File: src/rtl/bit_serializer.sv
// bit_serializer
//   Captures a WIDTH-bit parallel word and shifts it out one bit per clock on
//   a registered serial output. A new word can be accepted during the final
//   bit of the current one, so consecutive frames leave no gap on dout.
//
// Parameters
//   WIDTH       frame length in bits (2..32)
//   MSB_FIRST   1: data_in[WIDTH-1] goes out first, 0: data_in[0] goes out first
//   IDLE_LEVEL  level driven on dout while no frame bit is present
//
// Ports
//   clock       rising-edge clock
//   reset       synchronous, active-high
//   load        capture request, honoured only while ready=1
//   data_in     parallel frame
//   ready       a load is accepted on this cycle
//   dout        serial bit stream (registered)
//   dout_valid  dout carries a frame bit
//   last        dout carries the final bit of the frame
//   frame_cnt   completed-frame count, wraps modulo 256
//
// States
//   state | meaning
//   IDLE  | no frame in flight, dout at IDLE_LEVEL, ready for load
//   SHIFT | one frame bit per cycle on dout, ready only on the last bit
module bit_serializer #(
  parameter int   WIDTH      = 8,
  parameter int   MSB_FIRST  = 1,
  parameter logic IDLE_LEVEL = 1'b0
) (
  input  logic             clock,
  input  logic             reset,
  input  logic             load,
  input  logic [WIDTH-1:0] data_in,
  output logic             ready,
  output logic             dout,
  output logic             dout_valid,
  output logic             last,
  output logic [7:0]       frame_cnt
);

  localparam int             CW       = $clog2(WIDTH);
  localparam logic [CW-1:0]  LAST_CNT = CW'(WIDTH - 1);

  typedef enum logic {IDLE, SHIFT} state_t;

  state_t           state, state_nxt;
  logic [WIDTH-1:0] shreg;
  logic [CW-1:0]    bit_cnt;
  logic             dout_r;
  logic             at_last;
  logic             capture;
  logic             advance;
  logic [WIDTH-1:0] src;
  logic             head;
  logic [WIDTH-1:0] tail;

  assign at_last = (state == SHIFT) && (bit_cnt == LAST_CNT);

  always_ff @(posedge clock) begin
    if (reset) state <= IDLE;
    else       state <= state_nxt;
  end

  // ready is also gated by reset so a load presented during reset is never
  // accepted; load and data_in never reach an output combinationally.
  always_comb begin
    state_nxt  = state;
    ready      = 1'b0;
    dout_valid = 1'b0;
    last       = 1'b0;
    capture    = 1'b0;
    advance    = 1'b0;
    case (state)
      IDLE: begin
        ready   = !reset;
        capture = load && !reset;
        if (capture) state_nxt = SHIFT;
      end
      SHIFT: begin
        dout_valid = 1'b1;
        if (at_last) begin
          last    = 1'b1;
          ready   = !reset;
          capture = load && !reset;
          if (!capture) state_nxt = IDLE;
        end else begin
          advance = 1'b1;
        end
      end
      default: state_nxt = IDLE;
    endcase
  end

  // The register holds the bits not yet on dout: on capture the first bit
  // goes straight to dout_r and the remainder is stored pre-shifted.
  always_comb begin
    src = capture ? data_in : shreg;
    if (MSB_FIRST != 0) begin
      head = src[WIDTH-1];
      tail = {src[WIDTH-2:0], 1'b0};
    end else begin
      head = src[0];
      tail = {1'b0, src[WIDTH-1:1]};
    end
  end

  always_ff @(posedge clock) begin
    if (reset) begin
      shreg     <= '0;
      bit_cnt   <= '0;
      dout_r    <= IDLE_LEVEL;
      frame_cnt <= '0;
    end else begin
      if (capture) begin
        bit_cnt <= '0;
        dout_r  <= head;
        shreg   <= tail;
      end else if (advance) begin
        bit_cnt <= bit_cnt + CW'(1);
        dout_r  <= head;
        shreg   <= tail;
      end else if (state == SHIFT) begin
        bit_cnt <= '0;
        dout_r  <= IDLE_LEVEL;
      end
      if (at_last) frame_cnt <= frame_cnt + 8'd1;
    end
  end

  assign dout = dout_r;

endmodule

File: config.mk
export PLATFORM = sky130hd
export DESIGN_NAME = bit_serializer
export DESIGN_NICKNAME = d
export VERILOG_FILES = /design/src/rtl/bit_serializer.sv
export SDC_FILE = /design/constraint.sdc
export NUM_CORES = 1
export LEC_CHECK = 0
export BUFFER_PORTS_ARGS = -buffer_cell sky130_fd_sc_hd__buf_2
export CAP_MARGIN = 10
export CORE_MARGIN = 2
export CORE_UTILIZATION = 45
export CTS_CLUSTER_DIAMETER = 50
export DETAILED_ROUTE_END_ITERATION = 8
export HOLD_SLACK_MARGIN = 0.12
export PLACE_DENSITY_LB_ADDON = 0.1
export SYNTH_ARGS = -nofsm -noshare
export SYNTH_HDL_FRONTEND = slang
export SYNTH_SLANG_ARGS = --single-unit
File: constraint.sdc
create_clock -name clock -period 1.6 [get_ports clock]
set_input_delay 0.32 -clock clock [delete_from_list [all_inputs] [get_ports clock]]
set_output_delay 0.32 -clock clock [all_outputs]
set_load 0.01 [all_outputs]
# ---- Yosys cells after proc, flatten, opt, wreduce, memory -nomap -nowiden
# Index checks and enable logic that the tools add are counted.
dict set report word_totals {
  ff_bits 20
  latchBits 0
  ram_bits 0
  mem_bits_ro 0
  inputBits 11
  memories 0
}
dict set report classes {
  n_addsub 2
  n_mul 0
  div_mod_pow 0
  magnitude_cmp 0
  eq_ne 1
  shift 0
  mux 20
  bitwise_logic 1
  n_reduce_logical 7
}
# cell count
set op_table {}
lappend op_table {{$mux 8} 3}
lappend op_table {{$mux 1} 12}
lappend op_table {{$add 8x1->8 const B} 1}
lappend op_table {{$mux 3} 2}
lappend op_table {{$pmux 1 s2} 3}
lappend op_table {{$reduce_bool 2->1} 2}
lappend op_table {{$add 3x1->3 const B} 1}
lappend op_table {{$eq 3x3->1 const B} 1}
lappend op_table {{$reduce_bool 3->1} 1}
lappend op_table {{$logic_and 1x1->1} 2}
lappend op_table {{$reduce_or 2->1} 1}
lappend op_table {{$logic_not 1->1} 1}
lappend op_table {{$not 1->1} 1}

# ---- Longest topological paths before layout
# Gate-level depths: netlist (run 1).
dict set report logic_depth {
  ltp_word 7
  ltp_mapped 6
}

# ---- Worst setup path after synthesis (run 1)
# No wires, ideal clock.
dict set report synth_timing {
  kind {register to register}
  startpoint {reg bit_cnt[0]}
  endpoint {reg frame_cnt[5]}
  setup_time_ns 0.070
  arrival_time_ns 1.470
  required_time_ns 1.530
  setup_slack_ns 0.060
  path_stages_with_launch 6
  path_cell_list {dfxtp_1 > ha_1 > ha_1 > nand3_2 > or4_1 > a21oi_1}
}
dict set report synth_via {
  elab_chain_cells 2
}
# item line_no
set synth_rtl {}
lappend synth_rtl {{start: declaration} 49} ;# logic [CW-1:0] bit_cnt;
lappend synth_rtl {{start signal: assignment} 120} ;# bit_cnt <= bit_cnt + CW'(1);
lappend synth_rtl {{$eq 3x3->1} 58} ;# assign at_last = (state == SHIFT) && (bit_cnt == LAST_CNT);
lappend synth_rtl {{$logic_and 1x1->1} 58}
lappend synth_rtl {{end signal: assignment} 127} ;# if (at_last) frame_cnt <= frame_cnt + 8'd1;
lappend synth_rtl {{end: declaration} 39} ;# output logic [7:0] frame_cnt
# No other way between the ends.
# A chain may end at the register's enable or synchronous reset.

# ---- Worst setup path after layout (run 1)
dict set report layout_timing {
  startpoint {reg bit_cnt[0]}
  endpoint {out last}
}
dict set report layout_via {
  elab_chain_cells 4
}
# item line_no
set layout_rtl {}
lappend layout_rtl {{$eq 3x3->1} 58}
lappend layout_rtl {{$logic_and 1x1->1} 58}
lappend layout_rtl {{$mux 1} 82} ;# if (at_last) begin
lappend layout_rtl {{$mux 1} 74} ;# case (state)
lappend layout_rtl {{end: declaration} 38} ;# output logic last,
# No other way between the ends.

==> impl_results.md, run 1 <==
* Status: finished, violations left
* Failing checks: negative setup slack
* Pwr per Cell Area at 898 mW/mm^2
* Die X at 48.7 um
* Clock transition at path regs at 0.12 ns
* Top cell type's share of synthesized area at 44.6%
* Cells after Synth at 101
* RSZ-0062 raised after global routing: yes
* Most frequent cells in the layout: buf_2, dfxtp_1, nor2_1
* Overflow after GRT at 0
* DRC viols at 0
* Buffers on Ports at 22
* Antenna violations before repair at 0
* GRT Overall Usage at 16.2%
* CTS buffer count at 3
* # IOs at 23
* Critical Path Fanout Max at 4
* Post-synthesis average cell area at 8.89 um^2
* FF-to-FF path depth at 6
* Setup CP Type: reg -> out
* Layout Nets at 144
* Die Span Y at 48.7 um
* Clock Tree Root: clkbuf_4
* Wirelength per Cell at 11.8 um
* WP data required at 1.28 ns
* Hold path cells at 3
* Final Hold Fails at 0
* Sequential cell area fraction in the yosys report at 44.6%
* Synth top area cells: dfxtp_1, mux2i_1, nor2_1
* Leakage at 0.517 nW
* Final period util at 102%
* Largest buffer count on any clock path at 2
* Vias in the first global route at 731
* Starting Density at 46.7%
* Number of diodes at 0
* Syn. warnings at 0
* Total wire length at 1850 um
* Worst reg2reg setup slack at -0.02 ns
* Area delta synth->final at 31.5%
* Worst setup path start: bit_cnt[0]
* Proportion of layout cells with a drive suffix above 1 at 32.6%
* Largest net degree at the start of global routing at 15
* Final Skew at 0.00496 ns
* Hold Path Sink: shreg[1]
* Final WS setup at -0.0253 ns
* Commonest non-fill, non-tap cell in the layout: buf_2
* Placer Congestion at 0.723
* Cell area after synthesis at 898 um^2
* Crit start category: flip-flop
* Worst R2R Start: bit_cnt[1]
* Clk_lat worst skew at 0.31 ns
* Final min period at 1.63 ns
* CTS HTree Levels at 1
* Worst-margin pin slew at 0.411 ns
* Clock tree from TritonCTS: built
* Crit path DAT at 1.31 ns
* Pre-Repair DR Iteration Count at 4
* Remaining antenna violation count at 0
* Setup violators final at 3
* #FFs+latches synth at 20
* Peak supply drop at 514 uV
* Slew Viols, Final at 0
* Asr flop ratio synth at 0%
* Fin cells at 156
* Pwr Total at 1.06 mW
* Vias/cell at 5.15
* Reg2reg end: frame_cnt[5]
* Hold Path Class: in -> reg
* Fmax at 615 MHz
* Post-synth EDFFs at 0
* Global-route wire length before repair at 3070 um
* Initial drt markers at 3
* Hold_sp: data_in[0]
* DIE AREA at 0.00237 mm^2
* Detailed placement HPWL at 1220 um
* Placed insts at 148
* # clock sinks at 20
* Synth Flop Type: dfxtp_1
* Cell taking the most area after synthesis: dfxtp_1
* CP Capture Type: primary output
* Net Count, Synth at 115
* Via count at 804
* Max Cap Viol at 0
* Yosys cell types at 23
* Cell Rows at 16
* Rel. slew slack at 72.6%
* CORE AREA at 0.00192 mm^2
## sequential cells by signal, summed over array words and instances (netlist names)
name,flops
state,1
bit_cnt,3
frame_cnt,8
shreg,7
dout,1
## power by group
group	internal, mW	switching, mW
registers	0.519	0.0154
clock network	0.253	0.169
logic	0.0509	0.0527
## how the worst max path moves through the flow
stage,to,slack (ns),cells past startpoint
finish,last,-0.03,6
global route,ready,-0.08,5
CTS,last,-0.02,6
detailed placement,frame_cnt[7],-0.02,5
global placement,frame_cnt[7],0.05,5
floorplan,frame_cnt[5],0.06,5
## cell families after synthesis
logic type | share of synthesized area, %
flops | 44.6
compound gates | 14.6
buf+inv | 3.76
fa+ha+maj | 4.18
xor+xnor | 1.95
simple gates | 22.0
mux | 8.91
## routing by layer
metal	global-route usage [%]	part of all wire (%)	routed length (um)
met5	0	0	0
met4	5.71	1.0	19
met3	3.09	4.0	73
met2	27.4	47	875
met1	20.6	48	878
## per-stage QoR
step           hold WS [ns]  util [%]  area (um^2)  setup slack, ns  TNS [ns]
6_report              0.293      61.5         1180          -0.0253   -0.0689
5_1_grt               0.352      61.5         1180          -0.0831    -0.236
4_1_cts               0.305      61.5         1180          -0.0161   -0.0303
3_5_place_dp          0.458      54.4         1050          -0.0177   -0.0177
3_3_place_gp          0.450      54.4         1050           0.0518         0
2_1_floorplan         0.399         -          898           0.0596         0
## what timing repair did
| action | in CTS | in global routing |
|---|---|---|
| gates resized for setup | 13 | 0 |
| buffers inserted | 4 | 0 |
| hold buffers | 0 | 0 |
| cloned | 0 | 0 |
| endpoints found under the setup margin | 4 | 3 |
| pin swaps | 2 | 0 |
## synth_stat cells (all sizes together), types with 3 or more instances
cell and n:
mux2i 8, ha 3, nor3b 3, o21ai 3, or3 3, nor2 15, a21oi 8, nand2 5
clkbuf 3, nand3 4, dfxtp 20, buf 3, a211oi 7
## critical path: stages (launching register included)
cell	delay (ns)
dfxtp_2	0.36
ha_4	0.16
ha_4	0.17
buf_6	0.12
nand2_4	0.05
inv_2	0.03
buf_6	0.11
## area by class of cell
class,instances,area (um^2)
clock buffer,3,22.5
clock inverter,1,30.0
sequential,20,403
tap,27,33.8
fill,188,741
timing repair buffer,30,180
inverter,2,7.51
multi-input combinational,73,504
(Power assumes the default switching activity.)
==> inputs of run 2 (changes only) <==
Settings changed: CORE_UTILIZATION 45 to 50.
Clock period 1.6 ns to 1.8 ns, I/O delays scaled along.
==> impl_results.md, run 2 (synthesis results as in run 1) <==
* Status: completed
* CTS buffer count at 3
* Most frequent cells in the layout: buf_2, dfxtp_1, nor2_1
* Clock transition at path regs at 0.11 ns
* Wirelength per Cell at 11.1 um
* Clock Tree Root: clkbuf_4
* Setup violators final at 0
* Final core occ at 64.1%
* Largest Register: frame_cnt
* CTS HTree Levels at 1
* Cell Rows at 15
* CORE AREA at 0.00171 mm^2
* GRT Overall Usage at 18.4%
* Vias/cell at 5.27
* CP Capture Type: primary output
* WP data required at 1.44 ns
* # clock sinks at 20
* RSZ-0062 raised after global routing: no
* Number of diodes at 0
* Final period util at 95.3%
* Clk_lat worst skew at 0.29 ns
* Worst stage delay on the critical path at 0.34 ns
* Rel. slew slack at 70.8%
* Max reg flops at 8
* Worst-margin pin slew at 0.438 ns
* Final Hold Fails at 0
* Layout Nets at 137
* Largest registers: frame_cnt x8, shreg x7, bit_cnt x3
* Setup TNS at 0 ns
* DRC viols at 0
* Pre-Repair DR Iteration Count at 4
* Max Cap Viol at 0
* CP Cell Sequence: ha_1 > ha_4 > nor2b_4 > nor2_1 > buf_2
* Die Span Y at 46.4 um
* Slowest-stage cell, CP: dfxtp_2
* WHS at 0.356 ns
* Placed insts at 143
* Via count at 774
* Fmax at 583 MHz
* Initial drt markers at 11
* Vias in the first global route at 663
* Fin cells at 147
* Critical Path Fanout Max at 7
* Placer Congestion at 0.702
* Detailed placement HPWL at 1150 um
* Pwr per Cell Area at 834 mW/mm^2
* Area delta synth->final at 21.9%
* Proportion of layout cells with a drive suffix above 1 at 25.4%
* Largest net degree at the start of global routing at 24
* Antenna violations before repair at 0
* Buffers on Ports at 22
* Peak supply drop at 584 uV
* Hold Path Class: in -> reg
* Pwr Total at 0.913 mW
* Final Skew at 0.00118 ns
* Total wire length at 1630 um
* Overflow after GRT at 0
* Crit start category: flip-flop
* Setup CP Type: reg -> out
* # IOs at 23
* Crit path DAT at 1.36 ns
* Slew Viols, Final at 0
* # Post-CTS Setup Buffers at 0
* Hold buffer count at cts at 0
* Global-route wire length before repair at 2780 um
* Leakage at 0.473 nW
* DIE AREA at 0.00215 mm^2
* Final min period at 1.72 ns
* Starting Density at 52.6%
* Remaining antenna violation count at 0
* Commonest non-fill, non-tap cell in the layout: buf_2
* Largest buffer count on any clock path at 2
* Die X at 46.4 um
* Clock tree from TritonCTS: built
run 2: worst max-delay path, delay by kind of cell, from the launching register on:
kind                     cells  cell delay (ns)
adder cells (fa/ha/maj)      2             0.42
buffers and inverters        1             0.15
flip-flops                   1             0.34
AND/OR/NAND/NOR              2             0.16
run 2: through the flow:
stage / area, um^2 / setup WS [ns]
3_5_place_dp: 1020 / 0.136
2_1_floorplan: 898 / 0.260
5_1_grt: 1090 / 0.00186
3_3_place_gp: 1020 / 0.202
4_1_cts: 1080 / 0.0382
6_report: 1090 / 0.0846
run 2: metal layers:
metal	share of wire, %	global-route usage (%)	up-vias
li1	-	-	404
met1	46	23.2	353
met2	50	28.3	15
met3	3.4	4.71	2
met4	0.92	10.3	0
met5	0	0	-
run 2: timing repair:
item	CTS	global route
gates resized for setup	2	3
cloned	0	0
hold endpoints to repair	0	0
endpoints found under the setup margin	1	2
run 2: layout make-up:
cell class	instances	area, um^2
multi-input combinational	73	484
tap	25	31.3
clock buffer	3	22.5
inverter	2	7.51
timing repair buffer	23	118
sequential	20	402
fill	152	613
clock inverter	1	30.0
run 2: final timing paths:
kind | startpoint | end | slack (ns) | cells after the start
worst min register to register | frame_cnt[7] | frame_cnt[7] | 0.49 | 2
worst max-delay path | bit_cnt[0] | ready | 0.08 | 5
worst min-delay path | data_in[0] | shreg[1] | 0.36 | 3
worst max register to register | bit_cnt[0] | frame_cnt[5] | 0.21 | 5
run 2: power by group:
part / internal [mW] / switching, mW
Sequential: 0.461 / 0.0143
Combinational: 0.0391 / 0.0428
Clock: 0.225 / 0.130
Total: 0.725 / 0.187
